`src/rtl/stopwatch_seq_if.sv`:
```
// stopwatch_seq_if: command-ROM fetch interface.
//   addr    - ROM address of the current fetch (initiator -> ROM)
//   valid   - one-cycle fetch strobe; ROM latches addr on this edge
//   rd_data - registered ROM word, valid the cycle after valid was high
// Modports: master (the sequencer), slave (the ROM).
interface stopwatch_seq_if #(
    parameter int unsigned DATA_SIZE = 3,
    parameter int unsigned ADDR_SIZE = 4
);
    logic [ADDR_SIZE-1:0] addr;
    logic                 valid;
    logic [DATA_SIZE-1:0] rd_data;

    modport master (
        output addr,
        output valid,
        input  rd_data
    );

    modport slave (
        input  addr,
        input  valid,
        output rd_data
    );
endinterface

```
`src/rtl/stopwatch_seq.sv`:
```
// stopwatch_seq: periodically fetches stopwatch commands from a command ROM and
// runs a min:sec stopwatch from them.
// Ports:
//   clk   - clock, rising edge
//   rst   - synchronous active-high reset (shared with the ROM)
//   rom   - master side of the ROM fetch interface (addr, valid, rd_data)
//   state - 00 idle, 01 run, 10 pause, 11 stop
//   sec   - seconds 0..59
//   min   - minutes 0..59
module stopwatch_seq #(
    parameter int unsigned DATA_SIZE   = 3,
    parameter int unsigned ADDR_SIZE   = 4,
    parameter int unsigned STEP_CYCLES = 8,
    parameter int unsigned TICK_CYCLES = 4
) (
    input  logic                   clk,
    input  logic                   rst,
    stopwatch_seq_if.master        rom,
    output logic [1:0]             state,
    output logic [5:0]             sec,
    output logic [5:0]             min
);

    localparam int unsigned StepW = (STEP_CYCLES > 2) ? $clog2(STEP_CYCLES) : 1;
    localparam int unsigned TickW = (TICK_CYCLES > 2) ? $clog2(TICK_CYCLES) : 1;

    localparam logic [StepW-1:0] StepLast = StepW'(STEP_CYCLES - 1);
    localparam logic [TickW-1:0] TickLast = TickW'(TICK_CYCLES - 1);

    localparam logic [DATA_SIZE-1:0] CmdIdle  = DATA_SIZE'(0);
    localparam logic [DATA_SIZE-1:0] CmdStart = DATA_SIZE'(1);
    localparam logic [DATA_SIZE-1:0] CmdPause = DATA_SIZE'(2);
    localparam logic [DATA_SIZE-1:0] CmdStop  = DATA_SIZE'(3);

    typedef enum logic [1:0] {
        StIdle  = 2'b00,
        StRun   = 2'b01,
        StPause = 2'b10,
        StStop  = 2'b11
    } state_e;

    state_e               state_q, state_d;
    logic [StepW-1:0]     step_cnt_q, step_cnt_d;
    logic [TickW-1:0]     tick_cnt_q, tick_cnt_d;
    logic [ADDR_SIZE-1:0] addr_q, addr_d;
    logic                 cmd_pending_q, cmd_pending_d;
    logic [5:0]           sec_q, sec_d;
    logic [5:0]           min_q, min_d;
    logic                 fetch;
    logic                 count_en;

    always_ff @(posedge clk) begin
        if (rst) begin
            state_q       <= StIdle;
            step_cnt_q    <= '0;
            tick_cnt_q    <= '0;
            addr_q        <= '0;
            cmd_pending_q <= 1'b0;
            sec_q         <= '0;
            min_q         <= '0;
        end else begin
            state_q       <= state_d;
            step_cnt_q    <= step_cnt_d;
            tick_cnt_q    <= tick_cnt_d;
            addr_q        <= addr_d;
            cmd_pending_q <= cmd_pending_d;
            sec_q         <= sec_d;
            min_q         <= min_d;
        end
    end

    always_comb begin
        fetch         = (step_cnt_q == StepLast);
        step_cnt_d    = fetch ? '0 : step_cnt_q + StepW'(1);
        // ROM samples the old addr on the strobe edge; its word arrives next cycle.
        addr_d        = fetch ? addr_q + ADDR_SIZE'(1) : addr_q;
        // STEP_CYCLES >= 2 guarantees a pending command never overlaps a new fetch.
        cmd_pending_d = fetch;

        state_d    = state_q;
        tick_cnt_d = tick_cnt_q;
        sec_d      = sec_q;
        min_d      = min_q;
        count_en   = (state_q == StRun);

        if (cmd_pending_q) begin
            case (rom.rd_data)
                CmdIdle: begin
                    state_d    = StIdle;
                    tick_cnt_d = '0;
                    sec_d      = '0;
                    min_d      = '0;
                    count_en   = 1'b0;
                end
                CmdStart: begin
                    if (state_q == StStop) begin
                        tick_cnt_d = '0;
                        sec_d      = '0;
                        min_d      = '0;
                    end
                    // Start while running is a no-op, so that edge still counts.
                    state_d = StRun;
                end
                CmdPause: begin
                    if (state_q == StRun) begin
                        state_d  = StPause;
                        count_en = 1'b0;
                    end
                end
                CmdStop: begin
                    if (state_q == StRun || state_q == StPause) begin
                        state_d    = StStop;
                        tick_cnt_d = '0;
                        count_en   = 1'b0;
                    end
                end
                default: begin
                end
            endcase
        end

        if (count_en) begin
            if (tick_cnt_q == TickLast) begin
                tick_cnt_d = '0;
                if (sec_q == 6'd59) begin
                    sec_d = '0;
                    min_d = (min_q == 6'd59) ? 6'd0 : min_q + 6'd1;
                end else begin
                    sec_d = sec_q + 6'd1;
                end
            end else begin
                tick_cnt_d = tick_cnt_q + TickW'(1);
            end
        end
    end

    assign rom.addr  = addr_q;
    assign rom.valid = fetch;
    assign state     = state_q;
    assign sec       = sec_q;
    assign min       = min_q;

endmodule
```
`src/flat_wrapper.sv`:
```
// flat-port wrapper written by rule: the top's interface ports become plain ports
module stopwatch_seq_flat 
#(
    parameter int unsigned DATA_SIZE   = 3,
    parameter int unsigned ADDR_SIZE   = 4,
    parameter int unsigned STEP_CYCLES = 8,
    parameter int unsigned TICK_CYCLES = 4
)
  (clk, rst, state, sec, min, rom_addr, rom_valid, rom_rd_data);
  stopwatch_seq_if #(.DATA_SIZE(DATA_SIZE), .ADDR_SIZE(ADDR_SIZE)) rom_i ();
  input  logic clk;
  input  logic rst;
  output logic [1:0] state;
  output logic [5:0] sec;
  output logic [5:0] min;
  output wire logic [$bits(rom_i.addr)-1:0] rom_addr;
  output wire logic [$bits(rom_i.valid)-1:0] rom_valid;
  input wire logic [$bits(rom_i.rd_data)-1:0] rom_rd_data;
  assign rom_addr = rom_i.addr;
  assign rom_valid = rom_i.valid;
  assign rom_i.rd_data = rom_rd_data;
  stopwatch_seq #(.DATA_SIZE(DATA_SIZE), .ADDR_SIZE(ADDR_SIZE), .STEP_CYCLES(STEP_CYCLES), .TICK_CYCLES(TICK_CYCLES)) u_core (.clk(clk), .rst(rst), .rom(rom_i), .state(state), .sec(sec), .min(min));
endmodule
```
`config.mk`:
```
export PLATFORM = sky130hd
export DESIGN_NAME = stopwatch_seq_flat
export DESIGN_NICKNAME = d
export VERILOG_FILES = /design/src/rtl/stopwatch_seq_if.sv /design/src/rtl/stopwatch_seq.sv /design/src/flat_wrapper.sv
export SDC_FILE = /design/constraint.sdc
export NUM_CORES = 1
export LEC_CHECK = 0
export ABC_AREA = 1
export CORE_ASPECT_RATIO = 1.2
export CORE_MARGIN = 2
export CORE_UTILIZATION = 48
export CTS_CLUSTER_SIZE = 40
export DETAILED_ROUTE_END_ITERATION = 8
export PLACE_DENSITY = 0.74
export SLEW_MARGIN = 20
export SYNTH_ARGS = -nofsm -noshare
export SYNTH_HDL_FRONTEND = slang
export SYNTH_SLANG_ARGS = --single-unit
```
`constraint.sdc`:
```
create_clock -name clk -period 2.8 [get_ports clk]
set_clock_uncertainty 0.05 [all_clocks]
set_input_delay 0.28 -clock clk [delete_from_list [all_inputs] [get_ports clk]]
set_output_delay 0.28 -clock clk [all_outputs]
set_load 0.02 [all_outputs]
```
==> key figures, run 1 <==
Status
  • Outcome: finished, final reports clean

Route
  • Drt pass-1 iters: 4
  • Met2 Wirelength: ~1300 µm
  • Post-route DRC: 0
  • Metal3 WL: around 65 µm
  • WL final: roughly 2500 µm
  • Routed Antenna Nets: 0
  • M1 WL: around 1100 µm
  • Initial drt markers: 27
  • WL/cell: between 10 and 15 µm
  • Uppermost layer routed: met4
  • Vias post-DR: 1,171
  • Vias/cell: ~5

Floorplan
  • Chip width: 51.3 µm
  • Core ar.: 0.00255 mm²
  • Row count: 20
  • Die Y: between 60 and 70 µm
  • Die area: between 0.003 and 0.004 mm²
  • Initial Utilization: 50.4%
  • # IOs: 24

Global route
  • GRT overflow: 0
  • Total GRT Usage: 18.4%
  • First-pass GRT wire length: approximately 4400 µm
  • Antenna violations before repair: 0
  • Vias in the first global route: between 1k and 1.5k
  • Largest net degree at the start of global routing: 15

Min path
  • Hold endpoint: u_core.step_cnt_q[0]
  • Hold Path Depth: 1
  • Worst min-delay path class: flop to flop
  • Hold Crit Start: u_core.step_cnt_q[0]

Power and ir drop
  • Max IR drop VDD: about 0.31 mV
  • Gate power share: 4.5%
  • Lkg Pwr: 0.690 nW
  • Clk pwr share: 40.0%
  • Net Sw Frac: 19.9%
  • Overall Power: around 0.63 mW
  • Seq pwr share: between 50 and 60%
  • Pwr dens: about 390 mW/mm²
  • P_int: 0.502 mW
  • Net load switching power: roughly 0.12 mW

Clock tree
  • CTS sink count: 24
  • Post-CTS Hold Buffers: 0
  • CTS Buffer Depth: 2
  • Post CTS Setup Buffer Count: 0
  • CTS clock-pin slew for the worst setup and hold paths: between 100 and 150 ps
  • Clock tree from TritonCTS: yes
  • Post_cts resized: 0
  • Worst skew pair latency: just over 300 ps
  • CTS root buf: clkbuf_4
  • CTS buffer count: 3
  • H-Tree Depth: 1

Synthesis
  • Top post-synthesis cells by count: nand2_1 (40), dfxtp_1 (24), inv_1 (23)
  • Register area share after synthesis: between 30% and 40%
  • Syn Area/Cell: between 7 and 8 µm²
  • Synth Instances: ~180
  • Post-synth EDFFs: 0
  • Post-synth top area share: 37.4%
  • Yosys Warn Count: 0
  • Synth unique cells: 23
  • Most numerous cell in the Yosys netlist: nand2_1
  • Yosys reg bits: 24
  • Top_reg_cell synth: dfxtp_1
  • Ys async rst share: 0%
  • Synthesized area: approximately 0.0013 mm²
  • Synth area leader: dfxtp_1
  • Synth area leaders: dfxtp_1 (37%), nand2_1 (12%), ha_1 (7.8%), a21oi_1 (7.0%), inv_1 (6.7%)
  • Synthesized net count: 194

Critical path
  • FF-to-FF End: u_core.min[3]
  • Arrival @ worst endpoint: about 1700 ps
  • Crit path capture type: output port
  • Critical path's most frequent cell: ha_1
  • CP max stage delay: roughly 630 ps
  • Flop2flop setup slack: 1150 ps
  • Crit path kind: flop to output port
  • Register-to-Register Path Depth: 8
  • FF-to-FF Start: u_core.sec[0]
  • Startpoint types: flop
  • Crit-path cells: ha_1, ha_1, clkdlybuf4s50_1
  • CP Data Required Time: ~2500 ps
  • Crit-path slowest cell: clkdlybuf4s50_1
  • Max FO, Critical Path: 5

Layout
  • ANT cells: 0
  • Area growth from synthesis to layout: 24.1%
  • Final Util: a little over three fifths
  • Layout cells sized above 1: 6.83%
  • Final nets: between 200 and 250

STA
  • Period Utilization, post-route: a little over 70%
  • Slew headroom: 73.6%
  • Hold Fails Final Rpt: 0
  • Final setup fails: 0
  • Slew @ Worst Pin: ~390 ps
  • Tightest hold margin: ~390 ps
  • Max Fclk: between 0.4 and 0.5 GHz
  • Final Max Slew Viols: 0
  • Period minus WS final: between 2000 and 2500 ps
  • Post-route setup TNS: 0 ps
  • RSZ-0062 raised after global routing: no

Place
  • Count of input and output buffers: 23
  • Routability congestion estimate: 0.738
  • Hpwl dp: roughly 2000 µm

Flow run
  • MaxCap Viol Count: 0
-- registers in the layout (all words and copies together), names as in the netlist --
| signal | cells |
|---|---|
| u_core.state | 2 |
| u_core.min | 6 |
| u_core.step_cnt_q | 3 |
| u_core.tick_cnt_q | 2 |
| u_core.sec | 6 |
| u_core.cmd_pending_q | 1 |
| u_core.rom.addr | 4 |
-- layout make-up --
type	instances	area [µm²]
Clock inverter	1	30.0
Multi-Input combinational cell	130	702
Clock buffer	3	22.5
Fill cell	249	956
Inverter	24	90.1
Tap cell	33	41.3
Timing Repair Buffer	23	230
Sequential cell	24	480
-- power by group through the flow --
stage          Combinational (mW)  Clock (mW)  Sequential [mW]
3_3_place_gp               0.0278           0            0.354
2_1_floorplan              0.0174           0            0.354
3_5_place_dp               0.0288           0            0.355
5_1_grt                    0.0337       0.270            0.348
4_1_cts                    0.0291       0.255            0.347
6_report                   0.0285       0.251            0.347
-- worst max-delay path, delay by kind of cell, from the launching register on --
kind,cells,cell delay [ps]
buf+inv,1,630
fa+ha+maj,2,380
flops,1,360
-- metrics by stage --
stage	setup WS (ps)	instances	cell area [µm²]
floorplan	1180	181	1290
global route	674	238	1600
finish	785	238	1600
CTS	755	238	1600
global placement	1010	234	1540
detailed placement	932	234	1540
-- layer usage --
metal | vias up | GRT usage, %
met5 | - | 0
met4 | 0 | 6.02
met3 | 2 | 3.20
met2 | 16 | 35.1
met1 | 528 | 20.8
li1 | 625 | -
-- how the worst max path moves through the flow --
stage / from / to / slack (ps)
6_report: u_core.step_cnt_q[0] / rom_valid / 790
3_3_place_gp: rst / u_core.rom.addr[1] / 1010
3_5_place_dp: rom_rd_data[0] / u_core.min[4] / 930
5_1_grt: u_core.step_cnt_q[0] / rom_valid / 670
2_1_floorplan: u_core.state[1] / u_core.min[0] / 1180
4_1_cts: u_core.step_cnt_q[0] / rom_valid / 750
-- kinds of logic (layout without fill, tap and decap cells) --
family / count (synthesis) / count (layout) / synth area share, %
simple gates: 91 / 91 / 33.3
buf+inv: 27 / 51 / 8.07
flops: 24 / 24 / 37.4
compound gates: 26 / 26 / 10.1
xor+xnor: 5 / 5 / 3.41
fa+ha+maj: 8 / 8 / 7.78
-- layout by cell type (no fill, tap or decap) --
cell type / synthesis / final
a21oi_1: 18 / 18
bufinv_16: 0 / 1
clkbuf_4: 0 / 3
clkdlybuf4s50_1: 0 / 23
dfxtp_1: 24 / 24
ha_1: 8 / 8
inv_1: 23 / 23
inv_2: 1 / 1
nand2_1: 40 / 40
nand2_2: 2 / 2
nand2_4: 1 / 1
nand3_1: 15 / 15
nand3_2: 1 / 1
nand3_4: 1 / 1
nand4_1: 3 / 3
nor2_1: 22 / 22
nor2_2: 1 / 1
nor2_4: 1 / 1
nor3_1: 2 / 2
nor3_4: 1 / 1
o21ai_0: 8 / 8
or2_2: 1 / 1
xnor2_1: 2 / 2
xor2_1: 3 / 3
Power figures use the tool's default switching activity.
==> run 2: changes to the inputs <==
==> constraint.sdc (replaced) <==
create_clock -name clk -period 2.05 [get_ports clk]
set_clock_uncertainty 0.05 [all_clocks]
set_input_delay 0.205 -clock clk [delete_from_list [all_inputs] [get_ports clk]]
set_output_delay 0.205 -clock clk [all_outputs]
set_load 0.02 [all_outputs]
==> run 2 against run 1 <==
Compared with the run above: flip-flop and latch count stayed put; sequential share of layout area is 0.14 points lower; count of clock-buffer cells in the layout stayed put; design area is 0.47% higher; critical path depth stayed put; setup slack worse by 680 ps; utilization is 0.29 points higher; largest cell class unchanged; largest power group unchanged; highest routed layer unchanged.
==> key figures, run 2 (same netlist as run 1, synthesis figures left out) <==
Status
  • Outcome: finished, final reports clean (unchanged)

STA
  • Hold Fails Final Rpt: 0 (unchanged)
  • RSZ-0062 raised after global routing: no (unchanged)
  • Period Utilization, post-route: 94.9%
  • Final setup fails: 0 (unchanged)
  • Worst setup margin: 105 ps (was 785 ps)
  • Max Fclk: just over 0.5 GHz
  • Period minus WS final: 1950 ps
  • Final Max Slew Viols: 0 (unchanged)
  • Slew headroom: 73.7% (was 73.6%)
  • Slew @ Worst Pin: 394 ps (was 395 ps)
  • Post-route setup TNS: 0 ps (unchanged)

Clock tree
  • CTS clock-pin slew for the worst setup and hold paths: 140 ps (about the same)
  • Post CTS Setup Buffer Count: 0 (unchanged)
  • Post-CTS Hold Buffers: 0 (unchanged)
  • Clock tree from TritonCTS: yes (unchanged)
  • Worst skew pair latency: 320 ps (was 310 ps)
  • CTS buffer count: 3 (unchanged)
  • Post_cts resized: 0 (unchanged)
  • H-Tree Depth: 1 (unchanged)
  • CTS Buffer Depth: 2 (unchanged)
  • CTS root buf: clkbuf_4 (unchanged)
  • CTS sink count: 24 (unchanged)

Power and ir drop
  • Overall Power: 0.857 mW (was 0.626 mW)
  • Clk pwr share: 40.0% (about the same)
  • Seq pwr share: 55.3% (was 55.4%)
  • Gate power share: 4.8% (was 4.5%)
  • Net Sw Frac: 19.9% (about the same)
  • Pwr dens: 534 mW/mm² (was 392 mW/mm²)
  • Net load switching power: 0.170 mW (was 0.124 mW)
  • P_int: 0.687 mW (was 0.502 mW)
  • Lkg Pwr: 0.695 nW (was 0.690 nW)
  • Max IR drop VDD: 0.495 mV (was 0.312 mV)

Floorplan
  • Die area: 0.00311 mm² (unchanged)
  • Row count: 20 (unchanged)
  • Die Y: 60.7 µm (unchanged)
  • Chip width: 51.3 µm (unchanged)
  • # IOs: 24 (unchanged)
  • Initial Utilization: 50.4% (unchanged)
  • Core ar.: 0.00255 mm² (unchanged)

Place
  • Hpwl dp: 1990 µm (was 1980 µm)
  • Dpl cells: 235 (was 234)
  • DP Area: 0.00155 mm² (was 0.00154 mm²)
  • Routability congestion estimate: 0.731 (was 0.738)
  • Count of input and output buffers: 23 (unchanged)
  • Pre-CTS WS: 276 ps (was 932 ps)

Critical path
  • CP Data Required Time: 1790 ps (was 2470 ps)
  • Max FO, Critical Path: 5 (unchanged)
  • Crit path capture type: output port (unchanged)
  • FF-to-FF Start: u_core.sec[0] (unchanged)
  • Arrival @ worst endpoint: 1690 ps (was 1680 ps)
  • Startpoint types: flop (unchanged)
  • Worst Setup SP: u_core.step_cnt_q[0] (unchanged)
  • Crit path kind: flop to output port (unchanged)

Layout
  • Post-route cell area: 0.00160 mm² (about the same)
  • Area growth from synthesis to layout: 24.7% (was 24.1%)
  • Layout cells sized above 1: 7.28% (was 6.83%)
  • Final nets: 220 (was 219)
  • ANT cells: 0 (unchanged)
  • Fill count: 235 (was 249)
  • Most used cells in the layout excluding fill and tap cells: nand2_1 (40), dfxtp_1 (24), inv_1 (23), clkdlybuf4s50_1 (23), nor2_1 (22) (unchanged)
  • Most common cell after layout, fill and taps aside: nand2_1 (unchanged)
  • Fin cells: 239 (was 238)

Route
  • Post-route DRC: 0 (unchanged)
  • Drt pass-1 iters: 4 (unchanged)
  • Vias/cell: 5.00 (was 4.92)
  • WL/cell: 10.7 µm (was 10.6 µm)
  • Initial drt markers: 27 (unchanged)
  • Routed Antenna Nets: 0 (unchanged)
  • Vias post-DR: 1,195 (was 1,171)
  • WL final: 2570 µm (was 2520 µm)

Min path
  • Hold Crit Start: u_core.step_cnt_q[0] (unchanged)
  • Worst min-delay path class: flop to flop (unchanged)

Global route
  • Most Crowded Layer GR: met2 (unchanged)
  • Met1 GRT Util: 19.2% (was 20.8%)
  • Total GRT Usage: 18.4% (about the same)
  • Antenna violations before repair: 0 (unchanged)
  • Met2 Use GR: 37.3% (was 35.1%)
  • Grt met3 use: 2.96% (was 3.20%)
  • Vias in the first global route: 1,097 (was 1,111)
  • First-pass GRT wire length: 4360 µm (was 4400 µm)
  • Largest net degree at the start of global routing: 15 (unchanged)
  • GRT overflow: 0 (unchanged)

Flow run
  • MaxCap Viol Count: 0 (unchanged)
==> run 2: cell count changes in the layout (fill, tap and decap cells not counted) <==
| cell | change |
|---|---|
| buf_4 | +1 |
==> run 2: power groups by stage <==
stage                     clock (mW)  combinational (mW)  sequential, mW
after floorplan                    0              0.0238           0.484
after detailed placement           0              0.0406           0.484
after global placement             0              0.0393           0.484
after CTS                      0.347              0.0408           0.474
after global routing           0.365              0.0475           0.475
final                          0.342              0.0407           0.474
==> run 2: critical path, cell delays in order, from the launching register on <==
cell             delay [ps]
dfxtp_1                 360
ha_1                    150
ha_1                    220
clkdlybuf4s50_1         630
==> run 2: final cells by class <==
class	instances	area (µm²)	share of cell area, %
clock buffers	3	22.5	1.40
multi-input cells	130	702	43.8
repair buffers	24	238	14.8
inverters	24	90.1	5.62
well taps	33	41.3	2.57
clock inverters	1	30.0	1.87
flip-flops and latches	24	480	30.0
==> run 2: final timing paths <==
check                                             to  slack [ps]  depth (start not counted)
worst max register to register         u_core.min[3]         390                          8
worst min register to register  u_core.step_cnt_q[0]         390                          1
worst min-delay path            u_core.step_cnt_q[0]         390                          1
worst max-delay path                       rom_valid         100                          3
==> run 2: metrics by stage <==
stage	hold slack, ps	utilization [%]
floorplan	346	-
global placement	359	60.8
detailed placement	371	60.8
CTS	390	62.8
global route	412	62.8
finish	386	62.8
==> run 2: metal layers <==
metal	vias up	routed length (µm)
met5	-	0
met4	0	27
met3	4	79
met2	23	1340
met1	536	1120
li1	632	-
